--- config.mk ---
export PLATFORM = sky130hd
export DESIGN_NAME = div_unit
export DESIGN_NICKNAME = d
export VERILOG_FILES = /design/src/rtl/cpu_pkg.sv /design/src/rtl/div_step.sv /design/src/rtl/div_unit.sv
export SDC_FILE = /design/constraint.sdc
export NUM_CORES = 1
export LEC_CHECK = 0
export CAP_MARGIN = 25
export CORE_MARGIN = 2
export CORE_UTILIZATION = 58
export DETAILED_ROUTE_END_ITERATION = 7
export PLACE_DENSITY = 0.81
export SYNTH_ARGS = -nofsm -noshare
export SYNTH_HDL_FRONTEND = slang
export SYNTH_SLANG_ARGS = --single-unit
--- constraint.sdc ---
create_clock -name clk -period 16.95 [get_ports clk]
set_input_delay 3.39 -clock clk [delete_from_list [all_inputs] [get_ports clk]]
set_output_delay 3.39 -clock clk [all_outputs]
set_load 0.1 [all_outputs]
--- src/rtl/cpu_pkg.sv ---
// ---------------------------------------------------------------------------
// cpu_pkg
// Shared definitions for the execute-stage divider: operand width, divide
// op encodings, special-result constants, divider FSM state encoding and a
// two's-complement negation helper.
// ---------------------------------------------------------------------------
package cpu_pkg;

    localparam int XLEN = 32;

    // op[1] selects remainder, op[0] selects unsigned
    localparam logic [1:0] DIV_OP_DIV  = 2'b00;
    localparam logic [1:0] DIV_OP_DIVU = 2'b01;
    localparam logic [1:0] DIV_OP_REM  = 2'b10;
    localparam logic [1:0] DIV_OP_REMU = 2'b11;

    localparam logic [XLEN-1:0] DIV_ZERO_Q = 32'hFFFF_FFFF;
    localparam logic [XLEN-1:0] INT_MIN    = 32'h8000_0000;

    typedef enum logic [1:0] {
        DIV_IDLE = 2'd0,
        DIV_CALC = 2'd1,
        DIV_DONE = 2'd2
    } div_state_t;

    // Two's-complement negation modulo 2^XLEN
    function automatic logic [XLEN-1:0] neg2(input logic [XLEN-1:0] x);
        return (~x) + {{(XLEN-1){1'b0}}, 1'b1};
    endfunction

endpackage

--- src/rtl/div_step.sv ---
// ---------------------------------------------------------------------------
// div_step
// One combinational radix-2 restoring-division iteration.
//   rem       in  XLEN  partial remainder (always < divisor)
//   quot      in  XLEN  dividend bits still to shift in / quotient bits so far
//   divisor   in  XLEN  divisor magnitude
//   next_rem  out XLEN  partial remainder after this iteration
//   next_quot out XLEN  quot shifted left with the new quotient bit
// The trial subtract {rem, quot[31]} - {0, divisor} is a 33-bit ripple chain
// of full-adder cells with the subtrahend inverted and carry-in tied to 1.
// ---------------------------------------------------------------------------
module div_step
    import cpu_pkg::*;
(
    input  logic [XLEN-1:0] rem,
    input  logic [XLEN-1:0] quot,
    input  logic [XLEN-1:0] divisor,
    output logic [XLEN-1:0] next_rem,
    output logic [XLEN-1:0] next_quot
);

    logic [XLEN:0] shifted;
    logic [XLEN:0] sub_b_n;
    logic [XLEN:0] trial;
    logic [XLEN:0] carry;
    logic          trial_neg;

    assign shifted  = {rem, quot[XLEN-1]};
    assign sub_b_n  = ~{1'b0, divisor};
    assign carry[0] = 1'b1;

    for (genvar i = 0; i < XLEN; i++) begin : g_fa
        assign trial[i]   = shifted[i] ^ sub_b_n[i] ^ carry[i];
        assign carry[i+1] = (shifted[i] & sub_b_n[i]) | (carry[i] & (shifted[i] ^ sub_b_n[i]));
    end

    // Top bit of the 33-bit difference is the sign; no carry-out needed
    assign trial[XLEN] = shifted[XLEN] ^ sub_b_n[XLEN] ^ carry[XLEN];
    assign trial_neg   = trial[XLEN];

    assign next_rem  = trial_neg ? shifted[XLEN-1:0] : trial[XLEN-1:0];
    assign next_quot = {quot[XLEN-2:0], ~trial_neg};

endmodule

--- src/rtl/div_unit.sv ---
// ---------------------------------------------------------------------------
// div_unit
// Iterative 32-bit divider for RV32M DIV/DIVU/REM/REMU (radix-2 restoring,
// one quotient bit per cycle).
//   clk       in  1     clock, rising edge
//   rst       in  1     asynchronous active-high reset
//   start     in  1     request, sampled only while idle
//   op        in  2     00 DIV, 01 DIVU, 10 REM, 11 REMU
//   dividend  in  XLEN  rs1, captured on the accepting edge
//   divisor   in  XLEN  rs2, captured on the accepting edge
//   busy      out 1     high from the cycle after accept through the DONE cycle
//   done      out 1     one-cycle pulse, result valid in the same cycle
//   result    out XLEN  quotient or remainder, held until the next accept
//
// Handshake: a start seen at a rising edge while the FSM is IDLE is accepted
// and the operands are captured on that edge; start at any other time is
// ignored (no queuing, no abort). Completion is signalled by a single-cycle
// done pulse with result valid alongside it. Normal ops take 33 cycles from
// the accepting edge to done, divide-by-zero and signed overflow take 1. The
// next start can be accepted at the edge that ends the done cycle.
// ---------------------------------------------------------------------------
module div_unit
    import cpu_pkg::*;
(
    input  logic            clk,
    input  logic            rst,
    input  logic            start,
    input  logic [1:0]      op,
    input  logic [XLEN-1:0] dividend,
    input  logic [XLEN-1:0] divisor,
    output logic            busy,
    output logic            done,
    output logic [XLEN-1:0] result
);

    div_state_t      state;
    logic            sel_rem;
    logic [XLEN-1:0] rem_q;
    logic [XLEN-1:0] quot_q;
    logic [XLEN-1:0] div_mag_q;
    logic [4:0]      count;
    logic            neg_q;
    logic            neg_r;

    // Operand conditioning for the accepting cycle
    logic            a_neg;
    logic            b_neg;
    logic [XLEN-1:0] a_mag;
    logic [XLEN-1:0] b_mag;
    logic            div_by_zero;
    logic            overflow;

    assign a_neg       = ~op[0] & dividend[XLEN-1];
    assign b_neg       = ~op[0] & divisor[XLEN-1];
    assign a_mag       = a_neg ? neg2(dividend) : dividend;
    assign b_mag       = b_neg ? neg2(divisor) : divisor;
    assign div_by_zero = (divisor == '0);
    assign overflow    = ~op[0] && (dividend == INT_MIN) && (divisor == '1);

    logic [XLEN-1:0] step_rem;
    logic [XLEN-1:0] step_quot;

    div_step u_step (
        .rem       (rem_q),
        .quot      (quot_q),
        .divisor   (div_mag_q),
        .next_rem  (step_rem),
        .next_quot (step_quot)
    );

    // Sign fixup; neg_q/neg_r are only ever set for signed ops on the
    // normal path, so special results pass through untouched.
    logic [XLEN-1:0] final_quot;
    logic [XLEN-1:0] final_rem;

    assign final_quot = neg_q ? neg2(quot_q) : quot_q;
    assign final_rem  = neg_r ? neg2(rem_q)  : rem_q;

    always_ff @(posedge clk or posedge rst) begin
        if (rst) begin
            state     <= DIV_IDLE;
            sel_rem   <= 1'b0;
            rem_q     <= '0;
            quot_q    <= '0;
            div_mag_q <= '0;
            count     <= '0;
            neg_q     <= 1'b0;
            neg_r     <= 1'b0;
            busy      <= 1'b0;
            done      <= 1'b0;
            result    <= '0;
        end else begin
            done <= 1'b0;
            case (state)
                DIV_IDLE: begin
                    if (start) begin
                        sel_rem <= op[1];
                        busy    <= 1'b1;
                        if (div_by_zero) begin
                            quot_q <= DIV_ZERO_Q;
                            rem_q  <= dividend;
                            neg_q  <= 1'b0;
                            neg_r  <= 1'b0;
                            state  <= DIV_DONE;
                        end else if (overflow) begin
                            quot_q <= INT_MIN;
                            rem_q  <= '0;
                            neg_q  <= 1'b0;
                            neg_r  <= 1'b0;
                            state  <= DIV_DONE;
                        end else begin
                            quot_q    <= a_mag;
                            rem_q     <= '0;
                            div_mag_q <= b_mag;
                            count     <= 5'd31;
                            neg_q     <= a_neg ^ b_neg;
                            neg_r     <= a_neg;
                            state     <= DIV_CALC;
                        end
                    end
                end
                DIV_CALC: begin
                    rem_q  <= step_rem;
                    quot_q <= step_quot;
                    count  <= count - 5'd1;
                    if (count == 5'd0) begin
                        state <= DIV_DONE;
                    end
                end
                DIV_DONE: begin
                    result <= sel_rem ? final_rem : final_quot;
                    done   <= 1'b1;
                    busy   <= 1'b0;
                    state  <= DIV_IDLE;
                end
                default: begin
                    state <= DIV_IDLE;
                end
            endcase
        end
    end

endmodule

==> results.yml <==
power_and_ir_drop:
  p_comb_share_pct: 57.0
  power_uw: 2490
  peakVddDrop_mv: 0.109
  p_sw_uw: 1190
  switching_share_pct: 47.8
  sequentialPowerShare_pct: 27.5
  leakage_uw: 0.00469
  pwr-share-clk_pct: 15.5
  cell_internal_pwr_uw: 1300
  powerDensity_nw_per_um2: 213
synthesis:
  synthArstFlopShare_pct: 100
  ys_seq_elements: 140
  synth_ff_type: "dfrtp_1"
  synth_cell_types: 54
  postSynthAreaPerCell_um2: 8.80
  synthCells: 1128
  syn-num-nets: 1236
  yosys_warnings: 0
  yosysSeqAreaShare_pct: 35.3
  synth_enable_flop_cells: 0
  netlist_area_um2: 9930
routing:
  wl_um: 28000
  dr.pass1.iters: 6
  vias: 9055
  wl_per_cell_um: 19.6
  drcViolationCount: 0
  vias_per_cell: 6.35
  drtIter0Drc: 1333
  ant_nets: 0
critical_path:
  r2r-start: "quot_q[31]"
  path_buf_inv: 4
  critical-path-slowest-cell: "buf_4"
  r2r_end: "rem_q[10]"
  cp_top_family: "adder cells"
  crit_fanout: 63
  slowest_delay_ps: 490
  arrival_ps: 14600
  cpMostUsedCell: "fa_1"
  r2r_slack_ps: 2650
  crit_path_start_kind: "flop"
  crit_path_end_kind: "flop"
  path_class: "flop to flop"
  cp.required_ps: 17240
  ff2ff_path_depth: 42
timing:
  fmax_mhz: 69.9
  fin_skew_ps: 10.7
  setup_viol: 0
  slew_violations: 0
  slew_headroom_pct: 33.7
  rsz0062_at_grt: "false"
  period_minus_slack_ps: 14300
  fin_crit_sh_pct: 84.4
  final_hold_viol_count: 0
  tightest_slew_ps: 992
  setup_tns_ps: 0
worst_hold_path:
  hold_class: "flop to flop"
  hp-start: "busy"
  holdPathStages: 2
  worst_hold_path.endpoint: "busy"
layout:
  seq_area_um2: 3500
  fillers: 1282
  nets: 1300
  final_cells: 1425
  n_antenna_cell: 0
  multi_input_area_um2: 5950
  final_util_pct: 70.2
  final_area_um2: 11700
  area_growth_syn_to_layout_pct: 17.6
  drive_above_1_share_pct: 7.72
clock_tree:
  cts_max_level: 4
  clock_sinks: 140
  cts_root_buf: "clkbuf_16"
  clk_latency_ps: 430
  post-cts-setup-buffers: 0
  cts_buffer_depth: 2
  cts-buffers-inserted: 17
  cts_resized: 0
  clk_pin_slew_ps: 60
  cts_tree: "built"
  hold_buffers: 0
die:
  coreArea_um2: 16600
  rows: 47
  ios: 103
  initial_utilization_pct: 59.7
  die_h_um: 135
  die_x_um: 135
  die_area_um2: 18200
placement:
  place_inst: 1392
  gp_congestion: 0.910
  place_area_um2: 11000
  place_hpwl_um: 20300
  portBuffers: 102
outcome:
  status: "finished clean"
grt:
  antenna_found_initial: 0
  grt_first_pass_wirelength_um: 44500
  grt_use_total_pct: 31.6
  grt_pass1_vias: 8317
  grt_start_max_net_pins: 72
  grt-ovfl-total: 0
run:
  drv_cap: 0
-- metal layers --
layer  global-route usage (%)  wire length, µm  vias to the layer above
li1                         -                -                     4157
met1                     44.1            11400                     4260
met2                     47.5            12600                      567
met3                     6.83             2850                       71
met4                     14.4             1120                        0
met5                        0                0                        -
-- worst max path at each step --
stage                 to  startpoint  depth (start not counted)  slack (ps)
3_3_place_gp    rem_q[1]  quot_q[31]                         42        3190
2_1_floorplan  rem_q[25]  quot_q[31]                         42        3510
5_1_grt         rem_q[9]  quot_q[31]                         42        2150
4_1_cts        rem_q[10]  quot_q[31]                         42        2690
6_report       rem_q[10]  quot_q[31]                         42        2650
3_5_place_dp    rem_q[8]  quot_q[31]                         42        3020
-- state kept, by name, summed over array words and instances, names as in the netlist --
name	cells
busy	1
count	5
div_mag_q	32
done	1
neg_q	1
neg_r	1
quot_q	32
rem_q	32
result	32
sel_rem	1
state	2
-- worst reg2reg max path: cells and delay by family (launching register included) --
kind                     cells  cell delay, ps
adder cells (fa/ha/maj)     32           12300
buffers and inverters        4             700
AO/OA/AOI/OAI                4             490
flip-flops                   1             350
AND/OR/NAND/NOR              1             170
XOR/XNOR                     1             140
-- synth_stat cells (4+ instances only) --
cell type	count	area [µm²]
nor2b_1	6	37.5
a211oi_1	4	30.0
inv_1	50	188
ha_1	8	100
nand2b_1	7	43.8
o211ai_1	5	37.5
clkbuf_1	63	236
mux2_2	8	90.1
o31ai_1	26	195
nor3_1	20	100
o21ai_0	137	686
nor3b_1	6	45.0
dfrtp_1	140	3500
or4_1	8	60.1
mux2i_1	8	80.1
nor2_1	59	221
o221ai_1	4	35.0
o22ai_1	8	50.1
mux2_4	27	405
a22oi_1	13	97.6
a21oi_1	129	646
fa_1	31	621
or3_1	12	75.1
nand3_1	10	50.1
a31oi_1	11	68.8
xnor2_1	70	613
or2_2	4	25.0
nand4_1	22	138
nand2_1	112	420
nor4_1	14	87.6
o41ai_1	20	175
xor2_1	46	403
-- logic make-up (layout without fill, tap and decap cells) --
kind of cell / Yosys count / after routing / share of synthesized area, %
buffers and inverters: 120 / 197 / 4.99
flip-flops: 140 / 140 / 35.3
AND/OR/NAND/NOR: 300 / 300 / 15.0
XOR/XNOR: 116 / 116 / 10.2
multiplexers: 43 / 43 / 5.80
adder cells (fa/ha/maj): 39 / 39 / 7.26
AO/OA/AOI/OAI: 370 / 370 / 21.5
-- power by group through the flow --
stage | Sequential (µW) | Combinational (µW) | Clock (µW)
after floorplan | 737 | 959 | 0
after global placement | 681 | 1300 | 0
after detailed placement | 688 | 1350 | 0
after CTS | 685 | 1390 | 389
after global routing | 706 | 1580 | 403
final | 685 | 1420 | 387
-- cell type report --
| class | count | share of cell area, % |
|---|---|---|
| clock buffers | 22 | 4.06 |
| clock inverters | 10 | 1.18 |
| inverters | 51 | 1.68 |
| multi-input cells | 868 | 50.9 |
| flip-flops and latches | 140 | 30.0 |
| well taps | 220 | 2.36 |
| repair buffers | 114 | 9.79 |
-- cells in the final DEF (no fill, tap or decap), types with 10 or more instances in the layout --
cell type,n
dfrtp_1,140
o21ai_0,137
a21oi_1,129
nand2_1,112
clkdlybuf4s50_1,102
xnor2_1,69
nor2_1,57
inv_1,49
xor2_1,46
fa_1,31
mux2_4,27
o31ai_1,26
nand4_1,22
nor3_1,20
o41ai_1,20
clkbuf_16,17
nor4_1,14
a22oi_1,13
or3_1,12
a31oi_1,11
nand3_1,10
buf_4,10
-- per-stage QoR --
| stage | worst slack (ps) | hold WS (ps) |
|---|---|---|
| 2_1_floorplan | 3510 | 482 |
| 3_5_place_dp | 3020 | 464 |
| 4_1_cts | 2690 | 478 |
| 6_report | 2650 | 471 |
| 5_1_grt | 2150 | 494 |
| 3_3_place_gp | 3190 | 460 |
Power figures use the tool's default switching activity.
==> edit: new RTL, config.mk and constraints unchanged <==
Register the output `result` once more; this adds one clock of latency there. The other outputs are not delayed to match. Comments in the files are not updated.
--- a/src/rtl/div_unit.sv
+++ b/src/rtl/div_unit.sv
@@ -33,4 +33,6 @@
     output logic [XLEN-1:0] result
 );
+
+    logic [XLEN-1:0] result_s0;
 
     div_state_t      state;
@@ -89,5 +91,5 @@
             busy      <= 1'b0;
             done      <= 1'b0;
-            result    <= '0;
+            result_s0 <= '0;
         end else begin
             done <= 1'b0;
@@ -129,5 +131,5 @@
                 end
                 DIV_DONE: begin
-                    result <= sel_rem ? final_rem : final_quot;
+                    result_s0 <= sel_rem ? final_rem : final_quot;
                     done   <= 1'b1;
                     busy   <= 1'b0;
@@ -141,4 +143,8 @@
     end
 
+    always_ff @(posedge clk) begin
+        result <= result_s0;
+    end
+
 endmodule
 
Formal check against the unedited RTL: not equivalent (Yosys sat finds a counterexample within 4 cycles, from zero or initial values and one cycle with rst high).
==> edit against the original RTL <==
Design area grew 4.4%; non-clock buffer count grew 3; sequential cell count grew 32; largest power group unchanged; highest routed layer unchanged; wire length grew 2.2%; area after synthesis grew 5.3%; largest cell class unchanged; synthesized cell count grew 3.4%; total power shrank 6.2%; setup slack gained 84 ps; critical path type unchanged; combinational power shrank 14%.
==> edit: results (changes against the original RTL) <==
Combinational power = 1220 uW (was 1420 uW)
Syn Nets = 1274 (was 1236)
Num CTS Buffers = 17 (unchanged)
Routed wl met2 = 13.6 mm (was 12.6 mm)
Metal1 wirelength = 12.2 mm (was 11.4 mm)
Crit-path max FO = 64 (was 63)
CP arrival = 14510 ps (was 14600 ps)
GR Util met2 = 0.482 (was 0.475)
Share of cells above drive strength 1 = 0.0535 (was 0.0772)
Total track usage = 0.301 (was 0.316)
Hold_sp = result_s0[11]$_DFFE_PP0P_ (was busy$_DFFE_PP0P_)
Leading post-synthesis cells by cell area = dfrtp_1 (34%), o21ai_0 (7.7%), xnor2_1 (6.8%), dfxtp_1 (6.1%), fa_1 (5.9%) (was dfrtp_1 (35%), o21ai_0 (6.9%), a21oi_1 (6.5%), fa_1 (6.3%), xnor2_1 (6.2%))
Status = completed (unchanged)
Dpl cells = 1430 (was 1392)
Int Power = 1270 uW (was 1300 uW)
M1 GR Usage = 0.428 (was 0.441)
P_leak = 0.00472 uW (was 0.00469 uW)
Final Non-Filler Cells = 1463 (was 1425)
Multi-input gates = 863 (was 868)
R2r setup slk = 2730 ps (was 2650 ps)
Routed len/inst = 19.5 um (was 19.6 um)
Clk pwr = 374 uW (was 387 uW)
Peak VDD IR = 0.167 mV (was 0.109 mV)
Grt met3 use = 0.0513 (was 0.0683)
Multi-input logic area = 5840 um^2 (was 5950 um^2)
Reg2reg start = quot_q[31]$_DFFE_PP0P_ (unchanged)
Worst-case clock skew = 16.2 ps (was 10.7 ps)
Worst skew pair latency = 450 ps (was 430 ps)
Drt initial violations = 1142 (was 1333)
Signal buffers = 117 (was 114)
Worst Reg-to-Reg Cells = 40 (was 42)
Total number of vias = 9250 (was 9055)
Hold EP = result[11]$_DFF_P_ (was busy$_DFFE_PP0P_)
Largest net degree at the start of global routing = 73 (was 72)
Post-synth ARST share = 0.814 (was 1.00)
Worst slew pin tran = 1030 ps (was 992 ps)
Layout non-clock buf frac = 0.0961 (was 0.0979)
Met3 Routed Length = 2.25 mm (was 2.85 mm)
Hold Slack = 371 ps (was 471 ps)
Worst hold path cell count = 0 (was 2)
Hpwl dp = 21.1 mm (was 20.3 mm)
Sequential share of cell area = 0.340 (was 0.300)
Clock-cell share of area = 0.0455 (was 0.0524)
Crit share post-route = 0.839 (was 0.844)
Pre-CTS WS = 2800 ps (was 3020 ps)
Cell variety after synth = 63 (was 54)
Resize count post-CTS = 0 (unchanged)
Vias in the first global route = 8485 (was 8317)
Drt pass-1 iters = 7 (was 6)
Logic pwr share = 0.521 (was 0.570)
First-pass GRT wire length = 46.1 mm (was 44.5 mm)
Fillcell total = 1434 (was 1282)
Clock buffer cells = 19 (was 22)
Synth cell count leaders = o21ai_0 (160), dfrtp_1 (140), nand2_1 (108), xnor2_1 (81), clkbuf_1 (74) (was dfrtp_1 (140), o21ai_0 (137), a21oi_1 (129), nand2_1 (112), xnor2_1 (70))
Final GP Congestion = 0.994 (was 0.910)
Post-route cell area = 12200 um^2 (was 11700 um^2)
Avg Inst Size Synth = 8.96 um^2 (was 8.80 um^2)
## edit: changes by cell type after synthesis, moves of 9 or more
cell,unedited run,this run
o21ai_0,137,160
nor3_1,20,11
xor2_1,46,37
mux2_4,27,0
nor2_1,59,71
a31oi_1,11,21
clkbuf_1,63,74
a21oi_1,129,72
dfxtp_1,0,32
xnor2_1,70,81
a22oi_1,13,3
a221oi_1,0,32
## edit: worst reg2reg max path: cells and delay by family, from the launching register on
family,cells,cell delay (ps)
compound gates,3,600
xor+xnor,1,180
fa+ha+maj,32,12250
buf+inv,4,660
flops,1,400
## edit: logic make-up (layout without fill, tap and decap cells)
group	Yosys count	in the layout	synth area share
AO/OA/AOI/OAI	373	373	0.220
buffers and inverters	131	199	0.0480
AND/OR/NAND/NOR	317	317	0.152
multiplexers	16	16	0.0158
adder cells (fa/ha/maj)	39	39	0.0690
flip-flops	172	172	0.397
XOR/XNOR	118	118	0.0989
